[src/rtl/ppu_defines.sv]
// Shared PPU types: secondary OAM entry, pattern table select,
// sprite evaluator state encoding and sprite heights.
package ppu_defines;

  typedef enum logic {
    PT_LEFT  = 1'b0,
    PT_RIGHT = 1'b1
  } pattern_tbl_t;

  typedef struct packed {
    logic       active;
    logic [7:0] y;
    logic [7:0] tile;
    logic [7:0] attr;
    logic [7:0] x;
    logic [7:0] bitmap_lo;
    logic [7:0] bitmap_hi;
  } second_oam_t;

  typedef enum logic [2:0] {
    IDLE,
    EV_Y,
    EV_TILE,
    EV_ATTR,
    EV_X,
    FETCH,
    DONE
  } sp_eval_state_t;

  localparam int SPR_H_SHORT = 8;
  localparam int SPR_H_TALL  = 16;

endpackage

[src/rtl/sp_eval_gen_chr_addr.sv]
// sp_chr_addr: combinational sprite pattern address generator.
// Ports: row/y low nibbles, tile, vflip, tall, table -> lo/hi plane addr.
module sp_chr_addr
  import ppu_defines::*;
(
  input  logic [3:0]   row_lo,
  input  logic [3:0]   y_lo,
  input  logic [7:0]   tile,
  input  logic         flip,
  input  logic         tall,
  input  pattern_tbl_t patt,
  output logic [12:0]  addr_lo,
  output logic [12:0]  addr_hi
);

  logic [3:0] r;
  logic [3:0] rf;

  always_comb begin
    r  = row_lo - y_lo;
    rf = r;
    if (flip) begin
      if (tall)
        rf = 4'(SPR_H_TALL - 1) - r;
      else
        rf = {1'b0, 3'(SPR_H_SHORT - 1) - r[2:0]};
    end
    // 8x16: tile bit 0 picks the table, row bit 3 picks the half
    if (tall)
      addr_lo = {tile[0], tile[7:1], rf[3], 1'b0, rf[2:0]};
    else
      addr_lo = {patt == PT_RIGHT, tile, 1'b0, rf[2:0]};
    // bit 3 is always clear, so +8 is an OR
    addr_hi = addr_lo | 13'h008;
  end

endmodule

[src/rtl/sp_eval_gen.sv]
// Per-scanline sprite evaluator: scans primary OAM, buffers in-range
// sprites, then fetches patterns and writes every secondary OAM slot.
module sp_eval_gen
  import ppu_defines::*;
#(
  parameter  int NUM_OAM = 64,
  parameter  int MAX_SPR = 8,
  localparam int SW = $clog2(MAX_SPR),
  localparam int CW = $clog2(MAX_SPR + 1)
) (
  input  logic          clk,
  input  logic          rst_n,
  input  logic          clk_en,
  input  logic          eval_start,
  input  logic [8:0]    scan_row,
  input  logic          spr_tall,
  input  pattern_tbl_t  patt_tbl,
  output logic [7:0]    oam_addr,
  input  logic [7:0]    oam_data,
  output logic          sec_wr,
  output logic [SW-1:0] sec_wr_idx,
  output second_oam_t   sec_wr_data,
  output logic          chr_re,
  output logic [12:0]   chr_addr_lo,
  output logic [12:0]   chr_addr_hi,
  input  logic [7:0]    chr_data_lo,
  input  logic [7:0]    chr_data_hi,
  output logic [CW-1:0] spr_count,
  output logic          spr_overflow,
  output logic          spr0_on_line,
  output logic          busy,
  output logic          done
);

  localparam int NW = $clog2(NUM_OAM);

  sp_eval_state_t state, state_d;

  logic [NW-1:0] n;
  logic [CW-1:0] cnt;
  logic [SW-1:0] s;
  logic [8:0]    row_q;
  logic          tall_q;
  pattern_tbl_t  patt_q;
  logic [7:0]    y_q;
  logic [7:0]    tile_q;
  logic [7:0]    attr_q;
  logic          ovf_q;
  logic          spr0_q;
  second_oam_t   slot_q [MAX_SPR];

  logic [8:0]  d;
  logic        in_rng;
  logic        full;
  logic        n_last;
  logic        s_last;
  logic        fetch;
  logic        s_act;
  logic [1:0]  k;
  logic [12:0] a_lo;
  logic [12:0] a_hi;

  // unsigned wrap makes sprites below the row fail the test
  assign d      = row_q - {1'b0, oam_data};
  assign in_rng = d < (tall_q ? 9'(SPR_H_TALL)
                              : 9'(SPR_H_SHORT));
  assign full   = cnt == CW'(MAX_SPR);
  assign n_last = n == NW'(NUM_OAM - 1);
  assign s_last = s == SW'(MAX_SPR - 1);
  assign fetch  = state == FETCH;
  assign s_act  = fetch && (CW'(s) < cnt);

  always_comb begin
    k = 2'd0;
    unique case (state)
      EV_TILE: k = 2'd1;
      EV_ATTR: k = 2'd2;
      EV_X:    k = 2'd3;
      default: k = 2'd0;
    endcase
  end

  assign oam_addr = 8'({n, k});

  always_comb begin
    state_d = state;
    unique case (state)
      IDLE:    if (eval_start) state_d = EV_Y;
      EV_Y: begin
        if (in_rng)
          state_d = full ? FETCH : EV_TILE;
        else if (n_last)
          state_d = FETCH;
      end
      EV_TILE: state_d = EV_ATTR;
      EV_ATTR: state_d = EV_X;
      EV_X:    state_d = n_last ? FETCH : EV_Y;
      FETCH:   if (s_last) state_d = DONE;
      DONE:    state_d = IDLE;
      default: state_d = IDLE;
    endcase
    // a new request always wins, aborting any pass
    if (eval_start) state_d = EV_Y;
  end

  always_ff @(posedge clk or negedge rst_n) begin
    if (!rst_n)
      state <= IDLE;
    else if (clk_en)
      state <= state_d;
  end

  always_ff @(posedge clk or negedge rst_n) begin
    if (!rst_n) begin
      n      <= '0;
      cnt    <= '0;
      s      <= '0;
      row_q  <= '0;
      tall_q <= 1'b0;
      patt_q <= PT_LEFT;
      y_q    <= '0;
      tile_q <= '0;
      attr_q <= '0;
      ovf_q  <= 1'b0;
      spr0_q <= 1'b0;
      for (int i = 0; i < MAX_SPR; i++)
        slot_q[i] <= '0;
    end else if (clk_en) begin
      if (eval_start) begin
        n      <= '0;
        cnt    <= '0;
        s      <= '0;
        ovf_q  <= 1'b0;
        spr0_q <= 1'b0;
        row_q  <= scan_row;
        tall_q <= spr_tall;
        patt_q <= patt_tbl;
      end else begin
        unique case (state)
          EV_Y: begin
            if (in_rng) begin
              if (n == '0) spr0_q <= 1'b1;
              if (full) ovf_q <= 1'b1;
              else      y_q   <= oam_data;
            end else begin
              n <= n + 1'b1;
            end
          end
          EV_TILE: tile_q <= oam_data;
          EV_ATTR: attr_q <= oam_data;
          EV_X: begin
            slot_q[cnt[SW-1:0]] <= '{
              active:    1'b1,
              y:         y_q,
              tile:      tile_q,
              attr:      attr_q,
              x:         oam_data,
              bitmap_lo: 8'h00,
              bitmap_hi: 8'h00
            };
            cnt <= cnt + 1'b1;
            n   <= n + 1'b1;
          end
          FETCH: s <= s_last ? '0 : s + 1'b1;
          default: ;
        endcase
      end
    end
  end

  sp_chr_addr u_addr (
    .row_lo  (row_q[3:0]),
    .y_lo    (slot_q[s].y[3:0]),
    .tile    (slot_q[s].tile),
    .flip    (slot_q[s].attr[7]),
    .tall    (tall_q),
    .patt    (patt_q),
    .addr_lo (a_lo),
    .addr_hi (a_hi)
  );

  always_comb begin
    sec_wr_data = '0;
    if (s_act) begin
      sec_wr_data           = slot_q[s];
      sec_wr_data.bitmap_lo = chr_data_lo;
      sec_wr_data.bitmap_hi = chr_data_hi;
    end
  end

  assign sec_wr       = fetch;
  assign sec_wr_idx   = fetch ? s : '0;
  assign chr_re       = s_act;
  assign chr_addr_lo  = s_act ? a_lo : '0;
  assign chr_addr_hi  = s_act ? a_hi : '0;
  assign spr_count    = cnt;
  assign spr_overflow = ovf_q;
  assign spr0_on_line = spr0_q;
  assign busy         = state != IDLE;
  assign done         = state == DONE;

endmodule

[config.mk]
export PLATFORM = sky130hd
export DESIGN_NAME = sp_eval_gen
export DESIGN_NICKNAME = d
export VERILOG_FILES = /design/src/rtl/ppu_defines.sv /design/src/rtl/sp_eval_gen_chr_addr.sv /design/src/rtl/sp_eval_gen.sv
export SDC_FILE = /design/constraint.sdc
export NUM_CORES = 1
export LEC_CHECK = 0
export ABC_AREA = 0
export BUFFER_PORTS_ARGS = -buffer_cell sky130_fd_sc_hd__buf_2
export CAP_MARGIN = 40
export CORE_MARGIN = 5
export CORE_UTILIZATION = 55
export CTS_CLUSTER_DIAMETER = 150
export CTS_CLUSTER_SIZE = 24
export DETAILED_ROUTE_END_ITERATION = 10
export PLACE_DENSITY = 0.76
export SYNTH_ARGS = -nofsm -noshare
export SYNTH_HDL_FRONTEND = slang
export SYNTH_SLANG_ARGS = --single-unit
export TNS_END_PERCENT = 30
[constraint.sdc]
create_clock -name clk -period 5.15 [get_ports clk]
set_input_delay 0 -clock clk [delete_from_list [all_inputs] [get_ports clk]]
set_output_delay 0 -clock clk [all_outputs]
set_load 0.005 [all_outputs]
==> results_dict.tcl <==
set metrics [dict create \
    required_ns 5.15 \
    grt_pass1_vias 9948 \
    min_period_ns 3.80 \
    worst_ep_arrival_time_ns 3.80 \
    dieArea_um2 30600 \
    async_reset_ff_frac 1.00 \
    ys_ff_latch 317 \
    finalSetupTns_ns 0 \
    hold_viol_final 0 \
    seq_area_frac_synth 0.529 \
    drc_errors 0 \
    synth_flop_cell "dfrtp_1" \
    port_buffers 133 \
    h-tree-depth 1 \
    num_vias 9455 \
    syn-cell-area_um2 15000 \
    r2r_setup_slack_ns 1.48 \
    postRouteAntennaNets 0 \
    p_per_area_nw_per_um2 346 \
    period_share 0.737 \
    clockBufferDepth 3 \
    whs_ns 0.119 \
    status "finished clean" \
    min_path_type "primary input to async pin" \
    max-cap-violations 0 \
    drt_wl_total_mm 33.8 \
    rsz0062_at_grt "no" \
    critPathCaptureType "output pin" \
    num_io_pins 135 \
    max-vdd-ir-drop_v 0.000280 \
    drt-vias-per-instance 6.00 \
    drtIter0Drc 725 \
    cts-root-buf "clkbuf_16" \
    post-route-worst-setup-slack_ns 1.35 \
    place_ws_ns 1.62 \
    multi_input_area_um2 6550 \
    clk_latency_ns 0.51 \
    cp-endpoint "sec_wr_data[11]" \
    critical_path_class "flop to output pin" \
    final_area_um2 16600 \
    reg2reg_to "spr0_on_line" \
    die_width_um 175 \
    skew_ns 0.0202 \
    cts_buffers 17 \
    rows 60 \
    yosysWarnings 0 \
    p_leak_nw 8.08 \
    worstReg2RegStart "row_q[1]" \
    slowest_delay_ns 0.77 \
    cts_resized 0 \
    firstDrtPassIters 4 \
    fin_util 0.619 \
    ff_latch_area_um2 7940 \
    clkSinkCount 317 \
    cts_tree "yes" \
    worst_pin_slew_ns 0.825 \
    crit_path_cell_trace "buf_4 > ha_1 > o21ai_0 > nand2b_1 > a21oi_1 > o21ai_4 > inv_1 > and2_1 > buf_2" \
    drive_above_1_share 0.388 \
    nFillCells 2067 \
    dpl_cell_area_um2 15900 \
    grt_pass1_wl_mm 54.6 \
    antenna_found_initial 1 \
    core_area_um2 26900 \
    grt_max_degree 151 \
    clk_pin_slew_ns 0.10 \
    syn_area_per_cell_um2 13.2 \
    finalSetupViolCount 0 \
    maxSlewViolCount 0 \
    fmax_mhz 263 \
    synthesis.nets 1190 \
    crit_fanout 47 \
    reg2reg_depth 13 \
    gr-total-overflow 0 \
    relSlewSlack 0.450 \
    startpoint "s[1]" \
    synthesis.instances 1131 \
    startpoint_type "flop" \
    nets 1291 \
    syn2layout_area_growth_pct 11.0 \
    initial_core_util 0.557 \
    die_y_um 175 \
    slowest_stage "dfrtp_2" \
    routabilityCongestion 0.903 \
    ys_types 55 \
    synth-edff-count 0 \
    grtUsageTotal 0.222 \
    wl_per_cell_um 21.4 \
    dpl.hpwl_mm 21.5 \
]
==> stage by stage <==
| step | instances | total power, mW |
|---|---|---|
| 2_1_floorplan | 1131 | 3.90 |
| 3_3_place_gp | 1524 | 4.31 |
| 3_5_place_dp | 1531 | 4.38 |
| 4_1_cts | 1575 | 5.79 |
| 5_1_grt | 1576 | 6.05 |
| 6_report | 1576 | 5.75 |
==> what timing repair did <==
item,4_1_cts,5_1_grt
hold buffers,23,0
buffers inserted,0,0
endpoints found under the hold margin,197,0
==> registers in the layout, indices dropped and copies added (netlist names) <==
signal        count
slot_q          264
row_q             9
attr_q            8
tile_q            8
y_q               8
n                 6
spr_count         4
s                 3
state             3
patt_q            1
spr0_on_line      1
spr_overflow      1
tall_q            1
==> cell usage after synthesis (all sizes together) (4+ instances only) <==
master   instances  area [um2]
o211ai           6        45.0
and3             4        25.0
clkbuf          44         165
xnor2            7        61.3
buf             46         282
o2111ai          4        35.0
clkinv           8        30.0
and2            19         119
nor2            56         210
dfrtp          317        7930
mux2i           33         334
a21oi           15        75.1
nor3             7        40.0
nand2           83         312
mux2           229        2580
a211oi           4        30.0
nand3           13        65.1
o21ai           74         370
nand2b          18         113
ha              19         238
inv             16        60.1
mux4            66        1490
==> cells by family (layout without fill, tap and decap cells) <==
logic type,count (synthesis),after routing,share of synthesized area
mux,328,328,0.294
flops,317,317,0.529
simple gates,211,211,0.0651
compound gates,130,130,0.0526
buf+inv,114,217,0.0358
fa+ha+maj,20,20,0.0172
xor+xnor,10,10,0.00585
other cells,1,2,0.000250
==> critical path: cells and delay by family, from the launching register on <==
kind | cells | cell delay [ns]
buffers and inverters | 3 | 1.18
AND/OR/NAND/NOR | 2 | 0.35
AO/OA/AOI/OAI | 3 | 0.74
adder cells (fa/ha/maj) | 1 | 0.22
flip-flops | 1 | 0.77
==> layout make-up <==
class | instances | area share
flip-flops and latches | 317 | 0.478
inverters | 24 | 0.00542
multi-input cells | 700 | 0.394
well taps | 341 | 0.0257
clock inverters | 2 | 0.00173
diodes | 1 | 0.000151
clock buffers | 19 | 0.0260
repair buffers | 172 | 0.0695
==> worst min path at each step <==
stage | startpoint | endpoint | slack [ns] | cells past startpoint
final | rst_n | slot_q[373] | 0.12 | 2
after global routing | rst_n | slot_q[373] | 0.22 | 2
after CTS | rst_n | slot_q[373] | 0.15 | 2
after detailed placement | rst_n | slot_q[373] | 0.12 | 1
after global placement | rst_n | slot_q[324] | 0.12 | 1
after floorplan | rst_n | attr_q[0] | -0.30 | 0
==> report_power, final <==
part	total, mW	internal (mW)	switching (mW)	leakage, nW
combinational	1.32	0.626	0.695	3.49
clock	1.40	0.615	0.784	0.226
sequential	3.03	2.68	0.349	4.36
total	5.75	3.92	1.83	8.08
==> layout by cell type, fill, tap and decap left out, types with 6 or more instances in the layout <==
cell type and n:
o211ai_1 6, nand3_1 11, nor2_1 56, mux2i_1 32, and2_1 19, mux4_2 66
nand2_1 77, xnor2_1 7, inv_1 16, buf_4 8, nand2b_1 18, nand2_2 6
dlygate4sd3_1 23, o21ai_0 71, ha_1 19, buf_2 132, dfrtp_1 314, clkbuf_16 17
nor3_1 6, clkinv_1 8, a21oi_1 15, mux2_2 229
==> layer usage <==
| metal | share of wire | GRT usage |
|---|---|---|
| met5 | 0 | 0 |
| met4 | 0.024 | 0.0576 |
| met3 | 0.044 | 0.0296 |
| met2 | 0.50 | 0.381 |
| met1 | 0.43 | 0.302 |
Power figures use the tool's default switching activity.
